<file path="src/rtl/jtframe_dump_pkg.sv">
// Shared state encoding for the frame counter / capture trigger.
package jtframe_dump_pkg;

    typedef enum logic [1:0] {
        WAIT  = 2'd0,
        COUNT = 2'd1,
        DUMP  = 2'd2,
        DONE  = 2'd3
    } dump_st_t;

endpackage

</file>
<file path="src/rtl/jtframe_edge.sv">
// Registered edge detector: remembers the previous sample of din and flags
// rising and falling transitions against the current input value.
module jtframe_edge (
    input  logic clk,
    input  logic rst,
    input  logic din,
    output logic fall,
    output logic rise
);

    logic din_l;

    always_ff @(posedge clk or posedge rst) begin
        if (rst) din_l <= 1'b0;
        else     din_l <= din;
    end

    assign fall = din_l & ~din;
    assign rise = ~din_l & din;

endmodule

</file>
<file path="src/rtl/jtframe_dump_trigger.sv">
// Frame counter and capture-window trigger driven by vertical sync and the
// ROM download flag. All outputs are registered.
module jtframe_dump_trigger
    import jtframe_dump_pkg::*;
#(
    parameter int CW      = 32,
    parameter int START   = 0,
    parameter int LEN     = 0,
    parameter bit WAIT_DL = 1'b1
) (
    input  logic          clk,
    input  logic          rst,
    input  logic          vs,
    input  logic          downloading,
    output logic [CW-1:0] frame_cnt,
    output logic          dump_on,
    output logic          dump_start,
    output logic          dump_stop,
    output logic [1:0]    st
);

    localparam logic [CW-1:0] START_C = CW'(START);
    localparam logic [CW-1:0] STOP_C  = START_C + CW'(LEN);
    localparam logic [CW-1:0] ONE     = CW'(1);
    localparam dump_st_t      RST_ST  = WAIT_DL ? WAIT : COUNT;

    logic     vs_fall, vs_rise_unused;
    logic     dl_fall, dl_rise;
    dump_st_t state;

    jtframe_edge u_vs_edge (
        .clk  (clk),
        .rst  (rst),
        .din  (vs),
        .fall (vs_fall),
        .rise (vs_rise_unused)
    );

    jtframe_edge u_dl_edge (
        .clk  (clk),
        .rst  (rst),
        .din  (downloading),
        .fall (dl_fall),
        .rise (dl_rise)
    );

    assign st = state;

    always_ff @(posedge clk or posedge rst) begin
        if (rst) begin
            state      <= RST_ST;
            frame_cnt  <= '0;
            dump_on    <= 1'b0;
            dump_start <= 1'b0;
            dump_stop  <= 1'b0;
        end else begin
            dump_start <= 1'b0;
            dump_stop  <= 1'b0;
            // A new download restarts everything and beats a same-cycle vs fall.
            if (dl_rise && state != WAIT) begin
                state     <= WAIT;
                frame_cnt <= '0;
                dump_on   <= 1'b0;
                dump_stop <= (state == DUMP);
            end else begin
                case (state)
                    WAIT: begin
                        frame_cnt <= '0;
                        if (dl_fall) state <= COUNT;
                    end
                    COUNT: if (vs_fall) begin
                        frame_cnt <= frame_cnt + ONE;
                        if (frame_cnt == START_C) begin
                            state      <= DUMP;
                            dump_on    <= 1'b1;
                            dump_start <= 1'b1;
                        end
                    end
                    DUMP: if (vs_fall) begin
                        frame_cnt <= frame_cnt + ONE;
                        // LEN of zero leaves the window open forever.
                        if (LEN != 0 && frame_cnt == STOP_C) begin
                            state     <= DONE;
                            dump_on   <= 1'b0;
                            dump_stop <= 1'b1;
                        end
                    end
                    DONE: if (vs_fall) frame_cnt <= frame_cnt + ONE;
                endcase
            end
        end
    end

endmodule

</file>
<file path="config.mk">
export PLATFORM = sky130hd
export DESIGN_NAME = jtframe_dump_trigger
export DESIGN_NICKNAME = d
export VERILOG_FILES = /design/src/rtl/jtframe_dump_pkg.sv /design/src/rtl/jtframe_edge.sv /design/src/rtl/jtframe_dump_trigger.sv
export SDC_FILE = /design/constraint.sdc
export NUM_CORES = 1
export LEC_CHECK = 0
export ABC_CLOCK_PERIOD_IN_PS = 3300
export BUFFER_PORTS_ARGS = -buffer_cell sky130_fd_sc_hd__buf_4
export CAP_MARGIN = 20
export CORE_MARGIN = 1.5
export CORE_UTILIZATION = 59
export DETAILED_ROUTE_END_ITERATION = 7
export GPL_TIMING_DRIVEN = 0
export PLACE_DENSITY_LB_ADDON = 0.25
export SKIP_CTS_REPAIR_TIMING = 1
export SYNTH_ARGS = -nofsm -noshare
export SYNTH_HDL_FRONTEND = slang
export SYNTH_SLANG_ARGS = --single-unit
export TNS_END_PERCENT = 10
</file>
<file path="constraint.sdc">
create_clock -name clk -period 3.3 [get_ports clk]
set_input_delay 0.33 -clock clk [delete_from_list [all_inputs] [get_ports clk]]
set_output_delay 0.33 -clock clk [all_outputs]
set_load 0.03 [all_outputs]
</file>
**Yosys cells after proc, flatten, opt, wreduce, memory -nomap -nowiden**

Cells that the tools add are included.

- Add/sub/neg operators: 1
- Eq/ne operators: 7
- Multiplexer cells: 17
- Bitwise operators: 6
- Reductions and logical operators: 11

Operators with widths:

| cell | count |
|---|---|
| $mux 32 | 2 |
| $pmux 32 s2 | 1 |
| $add 32x1->32 const B | 1 |
| $logic_not 32->1 | 1 |
| $mux 1 | 9 |
| $mux 2 | 4 |
| $reduce_bool 2->1 | 4 |
| $ne 3x3->1 const B | 2 |
| $eq 2x2->1 const B | 2 |
| $pmux 2 s2 | 1 |
| $reduce_and 4->1 | 1 |
| $and 1x1->1 | 3 |
| $ne 3x1->1 const B | 1 |
| $ne 3x2->1 const B | 1 |
| $not 1->1 | 3 |
| $reduce_and 3->1 | 1 |
| $reduce_bool 3->1 | 1 |
| $reduce_or 3->1 | 1 |
| $eq 2x1->1 const B | 1 |
| $logic_not 2->1 | 1 |
| $logic_and 1x1->1 | 1 |

- Register bits: 39
- Input bits: 4
- Output and inout bits: 37
- Word-level logic and storage cells: 49

**Longest topological paths before layout**

Gate-level depths: netlist of the first run.

- Depth in word-level cells: 5
- Depth in mapped cells: 7
- Mapped depth without buffers: 6

**By module**

Synthesis of the first run repeated with hierarchy kept, for this count alone.

- Cells, all modules: 221
- Area total of the unflattened synthesis: 2055.7 um^2

By module, submodules not included:

| module | instances | cells each | area each (um^2) | seq. area each (um^2) |
|---|---|---|---|---|
| jtframe_dump_trigger | 1 | 213 | 1968.1 | 925.9 |
| jtframe_edge | 2 | 4 | 43.8 | 25.0 |

**Least setup slack after synthesis of the first run**

No wires, ideal clock.

- Path kind: reg-to-reg
- From: register frame_cnt[10]
- To: register frame_cnt[19]
- Setup time: 140 ps
- Arrival: 2073 ps
- Required time: 3160 ps
- Slack: 1088 ps
- Cell stages (with the launch flop): 8
- Buffers on the path: 3
- Clock period less this slack: 2212 ps
- Path through: dfrtp_1 nand4_2 or4_4 buf_6 buf_6 buf_2 o311ai_0 o41ai_1

- Cells in the longest elaborated chain, start to end: 4

RTL lines:

| item | RTL line | source |
|---|---|---|
| start, declared | jtframe_dump_trigger.sv:15 | `output logic [CW-1:0] frame_cnt,` |
| start signal, assigned | jtframe_dump_trigger.sv:72 | `frame_cnt <= frame_cnt + ONE;` |
| start signal, assigned | jtframe_dump_trigger.sv:80 | `frame_cnt <= frame_cnt + ONE;` |
| start signal, assigned | jtframe_dump_trigger.sv:88 | `DONE: if (vs_fall) frame_cnt <= frame_cnt + ONE;` |
| $add 32x1->32 | jtframe_dump_trigger.sv:72, jtframe_dump_trigger.sv:80, jtframe_dump_trigger.sv:88 |  |
| $mux 32 | jtframe_dump_trigger.sv:71, jtframe_dump_trigger.sv:79, jtframe_dump_trigger.sv:88 |  |
| $pmux 32 s2 | jtframe_dump_trigger.sv:66 | `case (state)` |
| $mux 32 | jtframe_dump_trigger.sv:60 | `if (dl_rise && state != WAIT) begin` |

Every way passes these cells. The select of a mux whose other input is x is not followed.
A chain may end at the register's enable or synchronous reset.

**Worst setup path in the final report of the first run**

- From: register frame_cnt[4]
- To: register frame_cnt[19]

Same word-level chain as after synthesis.

==> impl_metrics.json, run 1 <==
{
  "synth_xor_xnor_area_share_pct": 3.34,
  "vias_per_cell": 6.33,
  "drive_gt1_share_pct": 19.6,
  "core_um2": 3360,
  "dr_total_vias": 2007,
  "synthesis.area_um2": 2100,
  "grt_antenna_before_repair": 0,
  "grt_max_degree": 40,
  "drc": 0,
  "r2r_start": "frame_cnt[4]",
  "synth_top_family_by_area": "simple AND/OR/NAND/NOR gates",
  "synth-compound-area-share_pct": 11.9,
  "clk_latency_ns": 0.37,
  "seq_area_frac_synth_pct": 46.5,
  "tns_ns": 0,
  "htreeDepth": 2,
  "clockPowerShare_pct": 38.0,
  "synth_nets": 229,
  "nNetsFinal": 276,
  "fillers": 283,
  "die_w_um": 62.7,
  "multi_input_area_um2": 1040,
  "powerDensity_nw_per_um2": 413,
  "swShare_pct": 26.6,
  "ys_seq_elements": 39,
  "worst_setup_path_start_kind": "flop",
  "wl_um": 5380,
  "rsz0062_at_grt": "false",
  "holdWs_ns": 0.0892,
  "synthCells": 223,
  "finalPower_mw": 1.06,
  "path_clk_slew_ns": 0.12,
  "rrSetupSlack_ns": 1.02,
  "grt_pass1_wl_um": 9270,
  "synth_cell_types": 36,
  "rows": 21,
  "drt_iter0_drc": 165,
  "critPathArrivalTime_ns": 2.52,
  "period_share_pct": 69.0,
  "dpl.hpwl_um": 3790,
  "p_comb_share_pct": 14.2,
  "outcome": "finished clean",
  "peakVddDrop_mv": 0.285,
  "maxCapViolations": 0,
  "min_period_ns": 2.28,
  "grt_pass1_vias": 1912,
  "gp_congestion": 0.839,
  "initial_utilization_pct": 62.4,
  "p_int_mw": 0.774,
  "setup_viol": 0,
  "critPathMaxFanout": 10,
  "yosys_warnings": 0,
  "reg2reg_to": "frame_cnt[19]",
  "ys_dominant_reg_cell": "dfrtp_1",
  "fmax_mhz": 439,
  "netSwitchingPower_mw": 0.281,
  "hp-class": "in2reg",
  "synth_top_area_cell": "dfrtp_1",
  "synth_edf_count": 0,
  "netlist.area_leader.share_pct": 46.5,
  "r2r_cells": 7,
  "endpoint_kind": "flop",
  "p_seq_share_pct": 47.8,
  "overflow": 0,
  "dr.pass1.iters": 4,
  "min_from": "downloading",
  "cts_tree": "done",
  "hold_path_end": "u_dl_edge.din_l",
  "synth.area.mux_share_pct": 2.86,
  "cts_buffer_depth": 2,
  "io_pins": 41,
  "final-hold-violation-count": 0,
  "cts_made_buffers": 5,
  "relSlewSlack_pct": 47.0,
  "grt_use_total_pct": 29.9,
  "wl_per_cell_um": 17.0,
  "leakage_nw": 1.10,
  "drtAntennaViolNets": 0,
  "area_growth_pct": 21.9,
  "holdPathStages": 1,
  "fin_worst_skew_ns": 0.0155,
  "die_h_um": 62.7,
  "cts.sinks": 39,
  "portBuffers": 40,
  "diodes": 0,
  "yosys.area_share.simple_pct": 30.2,
  "critical_path_class": "reg2reg",
  "tightest_slew_ns": 0.795,
  "die_area_um2": 3930,
  "synth_area_per_cell_um2": 9.41,
  "synth_area_leaders": "dfrtp_1 46%, or4_1 5.4%, a21oi_1 4.8%",
  "crit_required_ns": 3.54,
  "finalMaxSlewViolations": 0,
  "synthAdderAreaFrac_pct": 1.19,
  "root_buffer": "clkbuf_4",
  "regArea_um2": 976,
  "ys_async_sr_fraction_pct": 100
}
==> how the worst max path moves through the flow <==
stage	from	end	slack, ns	cells past startpoint
floorplan	frame_cnt[10]	frame_cnt[19]	1.09	7
global route	frame_cnt[4]	frame_cnt[19]	0.90	7
global placement	frame_cnt[10]	frame_cnt[19]	1.14	7
CTS	frame_cnt[10]	frame_cnt[19]	1.03	7
detailed placement	frame_cnt[10]	frame_cnt[19]	1.06	7
finish	frame_cnt[4]	frame_cnt[19]	1.02	7
==> layout make-up <==
type                       count  area share [%]
tap                           46            2.25
inverter                       9            1.32
multi-input combinational    166            40.6
clock buffer                   6            1.61
clock inverter                 2            2.35
timing repair buffer          40            11.7
buffer                         9            1.96
sequential                    39            38.1
==> synth_stat cells (2+ instances only) <==
cell type and count:
and3_1 2, ha_1 2, o41ai_1 2, a21oi_1 20, xnor2_1 3, buf_6 2, nand2_1 21, nand4_1 7
or3_1 12, o31ai_1 12, xor2_1 5, nor3_1 5, mux2i_1 6, dfrtp_1 39, nor2b_1 2, o21ai_0 4
nor2_1 12, or4_1 15, inv_1 9, nand3_1 10, and4_1 5, nor4_1 9, clkbuf_1 6
==> logic make-up (layout without fill, tap and decap cells) <==
logic type	Yosys count	count (layout)
flops	39	39
simple gates	109	109
xor+xnor	8	8
buf+inv	18	66
mux	6	6
compound gates	41	41
fa+ha+maj	2	2
==> sequential cells by signal (all words and copies together) (netlist names) <==
| register | cells |
|---|---|
| dump_stop | 1 |
| dump_on | 1 |
| u_dl_edge.din_l | 1 |
| dump_start | 1 |
| st | 2 |
| frame_cnt | 32 |
| u_vs_edge.din_l | 1 |
==> power by group through the flow <==
stage | Clock [mW] | Sequential [mW] | Combinational [mW]
floorplan | 0 | 0.537 | 0.0726
global placement | 0 | 0.514 | 0.145
detailed placement | 0 | 0.514 | 0.148
CTS | 0.407 | 0.505 | 0.150
global route | 0.424 | 0.508 | 0.165
finish | 0.401 | 0.505 | 0.150
==> through the flow <==
stage	setup slack [ns]	utilization [%]	cells	area [um2]
global placement	1.14	73.1	309	2460
detailed placement	1.06	73.1	309	2460
finish	1.02	76.1	317	2560
floorplan	1.09	-	223	2100
global route	0.902	76.1	317	2560
CTS	1.03	76.1	317	2560
==> critical path: stages, from the launching register on <==
cell and delay (ns):
dfrtp_1 0.52, nand4_1 0.21, or4_4 0.52, buf_6 0.15, buf_6 0.14, buf_2 0.19, o311ai_0 0.31, o41ai_1 0.13
==> cells in the final DEF (no fill, tap or decap), drive strengths merged <==
| master | Yosys | layout |
|---|---|---|
| nor3 | 5 | 5 |
| dfrtp | 39 | 39 |
| or3 | 12 | 12 |
| nand2b | 1 | 1 |
| o31a | 1 | 1 |
| nor4b | 1 | 1 |
| xnor2 | 3 | 3 |
| and2 | 1 | 1 |
| or4 | 16 | 16 |
| ha | 2 | 2 |
| mux2i | 6 | 6 |
| a21oi | 20 | 20 |
| nand4 | 8 | 8 |
| nor2b | 2 | 2 |
| o311ai | 1 | 1 |
| nor3b | 1 | 1 |
| nor2 | 12 | 12 |
| o21ai | 5 | 5 |
| inv | 9 | 9 |
| clkbuf | 6 | 12 |
| bufinv | 0 | 2 |
| nand2 | 21 | 21 |
| o31ai | 12 | 12 |
| o41ai | 2 | 2 |
| and4b | 1 | 1 |
| nor4 | 9 | 9 |
| xor2 | 5 | 5 |
| buf | 3 | 43 |
| and4 | 5 | 5 |
| and3b | 1 | 1 |
| nand3b | 1 | 1 |
| nand3 | 10 | 10 |
| and3 | 2 | 2 |
==> layer usage <==
metal / GRT usage (%) / share of wire (%) / vias to the layer above
met1: 40.6 / 42 / 975
met3: 7.57 / 7.0 / 11
li1: - / - / 942
met4: 10.8 / 2.1 / 0
met2: 46.6 / 49 / 79
met5: 0 / 0 / -
(Power assumes the default switching activity.)
==> run 2, diff against run 1 <==
--- a/config.mk
+++ b/config.mk
@@ -5,11 +5,12 @@
 export SDC_FILE = /design/constraint.sdc
 export NUM_CORES = 1
 export LEC_CHECK = 0
-export ABC_CLOCK_PERIOD_IN_PS = 3300
+export ABC_AREA = 1
+export ABC_CLOCK_PERIOD_IN_PS = 1870
 export BUFFER_PORTS_ARGS = -buffer_cell sky130_fd_sc_hd__buf_4
 export CAP_MARGIN = 20
 export CORE_MARGIN = 1.5
-export CORE_UTILIZATION = 59
+export CORE_UTILIZATION = 51
 export DETAILED_ROUTE_END_ITERATION = 7
 export GPL_TIMING_DRIVEN = 0
 export PLACE_DENSITY_LB_ADDON = 0.25
==> constraint.sdc (replaced) <==
create_clock -name clk -period 1.87 [get_ports clk]
set_input_delay 0.187 -clock clk [delete_from_list [all_inputs] [get_ports clk]]
set_output_delay 0.187 -clock clk [all_outputs]
set_load 0.03 [all_outputs]
==> run 2 against run 1 <==
- global-route usage down 4.1 points
- non-clock buffer count down 6
- register-to-register slack worse by 0.83 ns
- largest power group unchanged
- critical path type unchanged
- die area up 35%
- clock power up 44%
- clock skew down 0.013 ns
- first-iteration DRC count down 9.1%
- synthesized cell count up 65%
- core utilization down 13 points
- sequential power up 87%
- largest cell class unchanged
==> impl_metrics.json, run 2 <==
{
  "yosys.area_share.simple_pct": 43.5,
  "endpoint_kind": "flop",
  "yosys_warnings": 0,
  "crit_required_ns": 2.07,
  "multi_input_area_um2": 1330,
  "synth_xor_xnor_area_share_pct": 0,
  "slowest_stage": "dfrtp_1",
  "die_area_um2": 5300,
  "synth-compound-area-share_pct": 8.36,
  "path_delay_family": "simple AND/OR/NAND/NOR gates",
  "netSwitchingPower_mw": 0.882,
  "final_common_cell": "nand2_1",
  "htreeDepth": 2,
  "critPathMaxFanout": 5,
  "synth_cell_types": 27,
  "period_share_pct": 89.7,
  "rsz0062_at_grt": "true",
  "drtAntennaViolNets": 0,
  "tns_ns": 0,
  "clk_latency_ns": 0.30,
  "root_buffer": "clkbuf_8",
  "worst_setup_path_start_kind": "flop",
  "outcome": "finished clean",
  "synthCells": 367,
  "cp_cell_sequence": "ha_1, nand3_1, nor2_4, nand4_1, nor3_2, nand2_1, nand2_1, nor2_1",
  "setup_viol": 0,
  "cts.sinks": 39,
  "leakage_nw": 1.46,
  "relSlewSlack_pct": 44.5,
  "powerDensity_nw_per_um2": 764,
  "largest_reg_flops": 32,
  "drc": 0,
  "synth_common_cells": "83 x nand2_1, 80 x nor2_1, 43 x inv_1, 39 x dfrtp_1, 22 x nand3_1",
  "die_w_um": 72.8,
  "fmax_mhz": 596,
  "critPathArrivalTime_ns": 1.87,
  "rrSetupSlack_ns": 0.19,
  "synth_top_area_cell": "dfrtp_1",
  "synth_edf_count": 0,
  "grt_pass1_vias": 2243,
  "cts_made_buffers": 5,
  "io_pins": 41,
  "grt_antenna_before_repair": 0,
  "vias_per_cell": 5.18,
  "p_seq_share_pct": 41.8,
  "grt_pass1_wl_um": 10400,
  "clockPowerShare_pct": 25.5,
  "wl_um": 6320,
  "fillers": 455,
  "drt_iter0_drc": 150,
  "synth_area_per_cell_um2": 6.77,
  "synth_top_family_by_area": "simple AND/OR/NAND/NOR gates",
  "dpl.hpwl_um": 4670,
  "setup_ws_ns": 0.192,
  "initial_utilization_pct": 52.6,
  "final-hold-violation-count": 0,
  "cts_buffer_depth": 2,
  "critical_path_class": "reg2reg",
  "top_register": "frame_cnt",
  "synth_nets": 373,
  "crit_buf_inv": 0,
  "layout_common_cells": "83 x nand2_1, 80 x nor2_1, 42 x inv_1, 40 x buf_4, 39 x dfrtp_1",
  "finalMaxSlewViolations": 0,
  "synth.area.mux_share_pct": 0,
  "regArea_um2": 976,
  "swShare_pct": 39.0,
  "grt_max_degree": 40,
  "core_um2": 4720,
  "synth_most_common_cell": "nand2_1",
  "synthAdderAreaFrac_pct": 1.01,
  "rows": 25,
  "die_h_um": 72.8,
  "grt_use_total_pct": 25.8,
  "netlist.area_leader.share_pct": 39.3,
  "ys_seq_elements": 39,
  "ys_async_sr_fraction_pct": 100,
  "dr.pass1.iters": 5,
  "dr_total_vias": 2496,
  "seq_area_frac_synth_pct": 39.3,
  "drive_gt1_share_pct": 18.6,
  "ys_dominant_reg_cell": "dfrtp_1",
  "gp_congestion": 0.937,
  "wl_per_cell_um": 13.1,
  "p_comb_share_pct": 32.8,
  "area_growth_pct": 19.2,
  "hp-class": "in2reg",
  "diodes": 0,
  "p_int_mw": 1.38,
  "worst_path_most_repeated_cell": "nand2_1",
  "synth_area_leaders": "dfrtp_1 39%, nand2_1 13%, nor2_1 12%",
  "portBuffers": 40,
  "min_period_ns": 1.68,
  "maxCapViolations": 0,
  "tightest_slew_ns": 0.832,
  "dp_slack_ns": 0.158,
  "overflow": 0,
  "nNetsFinal": 420,
  "cts_tree": "done",
  "synthesis.area_um2": 2480,
  "slowest_delay_ns": 0.42,
  "fin_worst_skew_ns": 0.00295,
  "peakVddDrop_mv": 0.342,
  "path_clk_slew_ns": 0.08
}
[run 2: cell types whose count changed after synthesis, sizes merged, moves of 6 or more]
cell    previous run  this run
nor2              12        89
nand2             21        91
inv                9        48
o21ai              5        22
or4               16         0
nand3             10        24
nor3               5        19
or3               12         0
o31ai             12         1
nor4               9         1
a21oi             20        14
clkbuf             6         0
mux2i              6         0
[run 2: layout make-up]
class                      count  share of cell area, %
buffer                         3                  0.507
timing repair buffer          40                   10.1
multi-input combinational    277                   44.7
sequential                    39                   33.0
clock buffer                   7                   2.58
tap                           67                   2.83
clock inverter                 1                  0.169
inverter                      48                   6.08
[run 2: kinds of logic after synthesis]
group | count (synthesis)
compound gates | 40
buf+inv | 51
fa+ha+maj | 2
simple gates | 235
flops | 39
[run 2: power groups by stage]
| stage | Combinational (mW) | Sequential, mW | Clock, mW |
|---|---|---|---|
| after floorplan | 0.445 | 1.04 | 0 |
| after global placement | 0.722 | 0.959 | 0 |
| after detailed placement | 0.736 | 0.961 | 0 |
| after CTS | 0.740 | 0.944 | 0.582 |
| after global routing | 0.828 | 0.953 | 0.610 |
| final | 0.741 | 0.945 | 0.576 |
[run 2: stage by stage]
| step | hold slack [ns] | std cells | total power [mW] | instance area, um2 | util (%) |
|---|---|---|---|---|---|
| floorplan | 0.218 | 367 | 1.48 | 2480 | - |
| global placement | 0.313 | 474 | 1.68 | 2870 | 60.7 |
| detailed placement | 0.316 | 474 | 1.70 | 2870 | 60.7 |
| CTS | 0.00184 | 482 | 2.27 | 2950 | 62.5 |
| global route | 0.00591 | 482 | 2.39 | 2960 | 62.7 |
| finish | 0.00729 | 482 | 2.26 | 2960 | 62.7 |
[run 2: worst paths after layout]
path | from | end | depth (start not counted)
min | vs | u_vs_edge.din_l | 1
max | frame_cnt[1] | frame_cnt[26] | 8
min in group asynchronous | rst | st[1] | 2
min reg2reg | dump_on | dump_on | 2
max reg2reg | frame_cnt[1] | frame_cnt[26] | 8
max in group asynchronous | rst | frame_cnt[2] | 2
[run 2: layer usage]
layer | vias up | share of wire (%) | track usage, %
li1 | 1269 | - | -
met4 | 0 | 1.9 | 10.5
met1 | 1147 | 46 | 34.9
met2 | 69 | 46 | 40.8
met5 | - | 0 | 0
met3 | 11 | 6.0 | 4.97
